[config.mk]
export PLATFORM = sky130hd
export DESIGN_NAME = uart_tx_frame_flat
export DESIGN_NICKNAME = d
export VERILOG_FILES = /design/src/rtl/uart_tx_frame_if.sv /design/src/rtl/uart_tx_frame.sv /design/src/flat_wrapper.sv
export SDC_FILE = /design/constraint.sdc
export NUM_CORES = 1
export LEC_CHECK = 0
export BUFFER_PORTS_ARGS = -buffer_cell sky130_fd_sc_hd__buf_2
export CAP_MARGIN = 20
export CELL_PAD_IN_SITES_DETAIL_PLACEMENT = 0
export CELL_PAD_IN_SITES_GLOBAL_PLACEMENT = 1
export CORE_MARGIN = 3
export CORE_UTILIZATION = 38
export CTS_CLUSTER_DIAMETER = 40
export DETAILED_ROUTE_END_ITERATION = 7
export PLACE_DENSITY_LB_ADDON = 0.1
export SYNTH_ARGS = -nofsm -noshare
export SYNTH_HDL_FRONTEND = slang
export SYNTH_SLANG_ARGS = --single-unit
export TNS_END_PERCENT = 50
[constraint.sdc]
create_clock -name clk -period 1.8 [get_ports clk]
set_clock_uncertainty 0.05 [all_clocks]
set_input_delay 0.09 -clock clk [delete_from_list [all_inputs] [get_ports clk]]
set_output_delay 0.09 -clock clk [all_outputs]
set_load 0.01 [all_outputs]
[src/rtl/uart_tx_frame_if.sv]
// Host-side byte handshake for the UART transmitter.
`timescale 1ns/1ps
interface uart_tx_frame_if;
    logic [7:0] tx_data;
    logic       tx_valid;
    logic       tx_ready;
    logic       tx_busy;

    modport master (
        output tx_data,
        output tx_valid,
        input  tx_ready,
        input  tx_busy
    );

    modport slave (
        input  tx_data,
        input  tx_valid,
        output tx_ready,
        output tx_busy
    );
endinterface

[src/rtl/uart_tx_frame.sv]
// UART frame serializer: start bit, 8 data bits LSB-first, optional even parity,
// 1 or 2 stop bits, on a registered line that idles high.
`timescale 1ns/1ps
module uart_tx_frame #(
    parameter int unsigned CLKS_PER_BIT = 434,
    parameter int unsigned PARITY_EN    = 0,
    parameter int unsigned STOP_BITS    = 1
) (
    input  logic            clk,
    input  logic            rst_n,
    uart_tx_frame_if.slave  host,
    output logic            tx
);

    localparam int unsigned BAUD_W = (CLKS_PER_BIT > 1) ? $clog2(CLKS_PER_BIT) : 1;
    localparam logic [BAUD_W-1:0] BAUD_LAST = BAUD_W'(CLKS_PER_BIT - 1);
    localparam logic              STOP_LAST = 1'(STOP_BITS - 1);

    typedef enum logic [2:0] {
        IDLE,
        START,
        DATA,
        PARITY,
        STOP
    } state_t;

    state_t            state_q, state_d;
    logic [BAUD_W-1:0] baud_q, baud_d;
    logic [2:0]        bit_q, bit_d;
    logic              stop_q, stop_d;
    logic [7:0]        shift_q, shift_d;
    logic              parity_q, parity_d;
    logic              tx_q, tx_d;
    logic              accept;
    logic              bit_end;

    // Handshake status depends on state alone, so reset frees the host at once.
    assign host.tx_ready = (state_q == IDLE);
    assign host.tx_busy  = (state_q != IDLE);
    assign tx            = tx_q;

    always_ff @(posedge clk or negedge rst_n) begin
        if (!rst_n) begin
            state_q  <= IDLE;
            baud_q   <= '0;
            bit_q    <= '0;
            stop_q   <= 1'b0;
            shift_q  <= '0;
            parity_q <= 1'b0;
            tx_q     <= 1'b1;
        end else begin
            state_q  <= state_d;
            baud_q   <= baud_d;
            bit_q    <= bit_d;
            stop_q   <= stop_d;
            shift_q  <= shift_d;
            parity_q <= parity_d;
            tx_q     <= tx_d;
        end
    end

    // tx_d is the line value for the next cycle, so it switches exactly on bit boundaries.
    always_comb begin
        state_d  = state_q;
        baud_d   = baud_q;
        bit_d    = bit_q;
        stop_d   = stop_q;
        shift_d  = shift_q;
        parity_d = parity_q;
        tx_d     = tx_q;
        accept   = host.tx_valid && (state_q == IDLE);
        bit_end  = (baud_q == BAUD_LAST);

        if (state_q != IDLE) begin
            baud_d = bit_end ? '0 : baud_q + BAUD_W'(1);
        end

        unique case (state_q)
            IDLE: begin
                tx_d = 1'b1;
                if (accept) begin
                    shift_d  = host.tx_data;
                    parity_d = ^host.tx_data;
                    baud_d   = '0;
                    bit_d    = '0;
                    stop_d   = 1'b0;
                    tx_d     = 1'b0;
                    state_d  = START;
                end
            end
            START: begin
                if (bit_end) begin
                    tx_d    = shift_q[0];
                    state_d = DATA;
                end
            end
            DATA: begin
                if (bit_end) begin
                    if (bit_q == 3'd7) begin
                        if (PARITY_EN != 0) begin
                            tx_d    = parity_q;
                            state_d = PARITY;
                        end else begin
                            tx_d    = 1'b1;
                            state_d = STOP;
                        end
                    end else begin
                        bit_d   = bit_q + 3'd1;
                        shift_d = {1'b0, shift_q[7:1]};
                        tx_d    = shift_q[1];
                    end
                end
            end
            PARITY: begin
                if (bit_end) begin
                    tx_d    = 1'b1;
                    state_d = STOP;
                end
            end
            STOP: begin
                if (bit_end) begin
                    if (stop_q == STOP_LAST) begin
                        state_d = IDLE;
                    end else begin
                        stop_d = 1'b1;
                    end
                    tx_d = 1'b1;
                end
            end
            default: begin
                tx_d    = 1'b1;
                state_d = IDLE;
            end
        endcase
    end

endmodule

[src/flat_wrapper.sv]
// flat-port wrapper written by rule: the top's interface ports become plain ports
module uart_tx_frame_flat 
#(
    parameter int unsigned CLKS_PER_BIT = 434,
    parameter int unsigned PARITY_EN    = 0,
    parameter int unsigned STOP_BITS    = 1
)
  (clk, rst_n, tx, host_tx_data, host_tx_valid, host_tx_ready, host_tx_busy);
  uart_tx_frame_if host_i ();
  input  logic clk;
  input  logic rst_n;
  output logic tx;
  input wire logic [$bits(host_i.tx_data)-1:0] host_tx_data;
  input wire logic [$bits(host_i.tx_valid)-1:0] host_tx_valid;
  output wire logic [$bits(host_i.tx_ready)-1:0] host_tx_ready;
  output wire logic [$bits(host_i.tx_busy)-1:0] host_tx_busy;
  assign host_i.tx_data = host_tx_data;
  assign host_i.tx_valid = host_tx_valid;
  assign host_tx_ready = host_i.tx_ready;
  assign host_tx_busy = host_i.tx_busy;
  uart_tx_frame #(.CLKS_PER_BIT(CLKS_PER_BIT), .PARITY_EN(PARITY_EN), .STOP_BITS(STOP_BITS)) u_core (.clk(clk), .rst_n(rst_n), .host(host_i), .tx(tx));
endmodule
==> flow_metrics.py <==
metrics = {
    "final_layout": {
        "final_util_pct": 51.26,
        "stdcell_count": 206,
        "fin_nets": 178,
        "antenna_cells": 0,
        "final_common_cell": "dfrtp_1",
        "final_cell_mix": "23 x dfrtp_1, 19 x nand2_1, 13 x buf_2",
        "area_growth_pct": 24.12,
        "fill_cells": 332,
        "layout-drive-gt1-share_pct": 26.54,
    },
    "timing": {
        "setup_slack_ps": 50.22,
        "min_period_ps": 1750,
        "finalCritPeriodShare_pct": 97.21,
        "rsz0062_at_grt": "yes",
        "drv_slew": 0,
        "tns_ps": 0,
        "relSlewSlack_pct": 64.41,
        "timing.final.hold_violations": 0,
        "max_freq_ghz": 0.5715,
        "tightest_slew_ps": 533.9,
        "setup_viol": 0,
        "hold_ws_ps": 88.86,
    },
    "setup_path": {
        "critPathMaxStageDelay_ps": 420,
        "cp-start-kind": "register",
        "timing.rr.start": "u_core.bit_q[0]",
        "r2r_cells": 6,
        "required_ps": 1970,
        "cp-end-kind": "register",
        "critPathArrivalTime_ps": 1920,
        "rrSetupSlack_ps": 50,
        "startpoint": "u_core.bit_q[0]",
        "cp_slowest_cell": "dfrtp_1",
        "critPathMaxFanout": 20,
        "r2r-end": "u_core.shift_q[7]",
        "crit_type": "register to register",
        "cp_cell_sequence": "ha_1 -> ha_2 -> nor4b_4 -> a32oi_2 -> buf_12 -> a32o_1",
    },
    "synthesis": {
        "ys_seq_elements": 24,
        "synth_edf_count": 0,
        "netlist_area_sq_um": 1313,
        "avgSynthCellArea_sq_um": 10.02,
        "synth_warnings": 0,
        "synthArstFlopShare_pct": 100.0,
        "syn-instance-count": 131,
        "synth-main-ff-cell": "dfrtp_1",
        "syn_nets": 146,
        "ys_types": 40,
        "synth_seq_area_share_pct": 45.85,
    },
    "clock_network": {
        "cts_tree": "yes",
        "cts-root-buf": "clkbuf_4",
        "htreeDepth": 1,
        "clockBufferDepth": 2,
        "cts_made_buffers": 3,
        "clk_pin_slew_ps": 130,
        "clock-sinks": 24,
        "clk-insertion-delay-late_ps": 310,
    },
    "grt": {
        "grt_pass1_vias": 1090,
        "track_usage_pct": 14.73,
        "grt_pass1_wl_microns": 4843,
        "grt_antenna_before_repair": 0,
        "gr-total-overflow": 0,
        "grt_max_degree": 25,
    },
    "flow_run": {
        "cap_viol_max_count": 0,
    },
    "hold_path": {
        "hold_path.startpoint": "host_tx_valid",
        "min_to": "u_core.shift_q[7]",
        "holdCritPathClass": "input port to register",
        "hold_depth": 2,
    },
    "floorplan": {
        "die_h_microns": 64.77,
        "initial_core_util_pct": 41.30,
        "core.rowCount": 20,
        "io-pin-count": 14,
        "core_sq_um": 3178,
        "dieArea_sq_um": 4195,
        "die_w_microns": 64.77,
    },
    "detailed_routing": {
        "drc": 0,
        "drt_iter0_drc": 40,
        "vias_per_cell": 5.146,
        "dr.pass1.iters": 4,
        "wl_per_cell_microns": 12.78,
        "totalWireLength_microns": 2633,
        "ant_nets": 0,
        "vias": 1060,
    },
    "place": {
        "place.detailed.hpwl_microns": 1965,
        "gp_congestion": 0.7697,
        "dp_cells": 192,
        "port-buffer-count": 13,
        "pre_cts_ws_ps": -30.08,
    },
    "pwr": {
        "p_per_area_nw_per_um2": 1135,
        "leakage_nw": 0.6819,
        "peakVddDrop_v": 0.0005516,
    },
    "outcome": {
        "outcome": "complete, no violations",
    },
}
[layer usage]
layer / up-vias / share of wire [%] / global-route usage (%)
met5: - / 0 / 0
met4: 0 / 1.4 / 5.541
met3: 4 / 2.3 / 2.080
met2: 14 / 46 / 24.78
met1: 492 / 51 / 19.08
li1: 550 / - / -
[power by group]
| part | total [W] | switching [W] | leakage [nW] | internal (W) |
|---|---|---|---|---|
| Combinational | 0.000763 | 0.000415 | 0.354 | 0.000348 |
| Sequential | 0.000843 | 0.000136 | 0.313 | 0.000707 |
| Clock | 0.000244 | 0.000157 | 0.0150 | 0.0000866 |
[cell usage after synthesis, types with 2 or more instances]
cell type | count | area share, %
buf_2 | 4 | 1.5
a21oi_1 | 5 | 1.9
nor3_1 | 2 | 0.76
nor4_1 | 2 | 0.95
ha_1 | 4 | 3.8
a31oi_1 | 4 | 1.9
inv_1 | 2 | 0.57
nor2_1 | 7 | 2.0
dfrtp_1 | 23 | 44
o21ai_0 | 9 | 3.4
nand2b_1 | 3 | 1.4
o21a_1 | 2 | 1.1
nand3_1 | 5 | 1.9
o21ai_2 | 8 | 5.3
nor3_4 | 2 | 2.5
mux2i_1 | 7 | 5.3
nand2_1 | 19 | 5.4
[worst max-delay path, delay by kind of cell, from the launching register on]
family	cells	cell delay [ps]
fa+ha+maj	2	390
buf+inv	1	180
simple gates	1	250
compound gates	2	360
flops	1	420
[worst max path at each step]
stage / cells after the start / end / slack [ps]
floorplan: 6 / u_core.shift_q[7] / 90
global placement: 6 / u_core.shift_q[7] / 60
detailed placement: 6 / u_core.shift_q[7] / -30
CTS: 6 / u_core.shift_q[7] / -60
global route: 6 / u_core.shift_q[7] / -40
finish: 6 / u_core.shift_q[7] / 50
[state kept, by name, indices dropped and copies added (netlist names)]
register / count
u_core.tx: 1
u_core.bit_q: 3
u_core.baud_q: 9
u_core.shift_q: 8
u_core.state_q: 3
[cell families (layout without fill, tap and decap cells)]
group,Yosys count,after routing,share of synthesized area [%]
fa+ha+maj,4,4,3.813
flops,24,24,45.85
buf+inv,8,39,2.955
xor+xnor,1,1,0.6674
compound gates,39,39,20.40
simple gates,48,48,20.97
mux,7,7,5.339
[repair_timing]
item	4_1_cts	5_1_grt
setup buffers	0	1
resized for setup	0	4
hold endpoints to repair	31	0
endpoints found under the setup margin	1	12
hold buffers	9	0
[per-stage QoR]
| step | area, sq um | total power, W |
|---|---|---|
| final | 1629 | 0.001849 |
| after global routing | 1629 | 0.002028 |
| after CTS | 1602 | 0.001872 |
| after detailed placement | 1485 | 0.001605 |
| after global placement | 1485 | 0.001583 |
| after floorplan | 1313 | 0.001335 |
[layout make-up]
cell class                      instances  area (sq um)  share of cell area, %
Tap cell                               44         55.05                  3.379
Inverter                                3         11.26                 0.6912
Sequential cell                        24         601.8                  36.94
Timing Repair Buffer                   32         242.7                  14.90
Multi-Input combinational cell         99         691.9                  42.47
Clock buffer                            4         26.28                  1.613
Power figures use the tool's default switching activity.
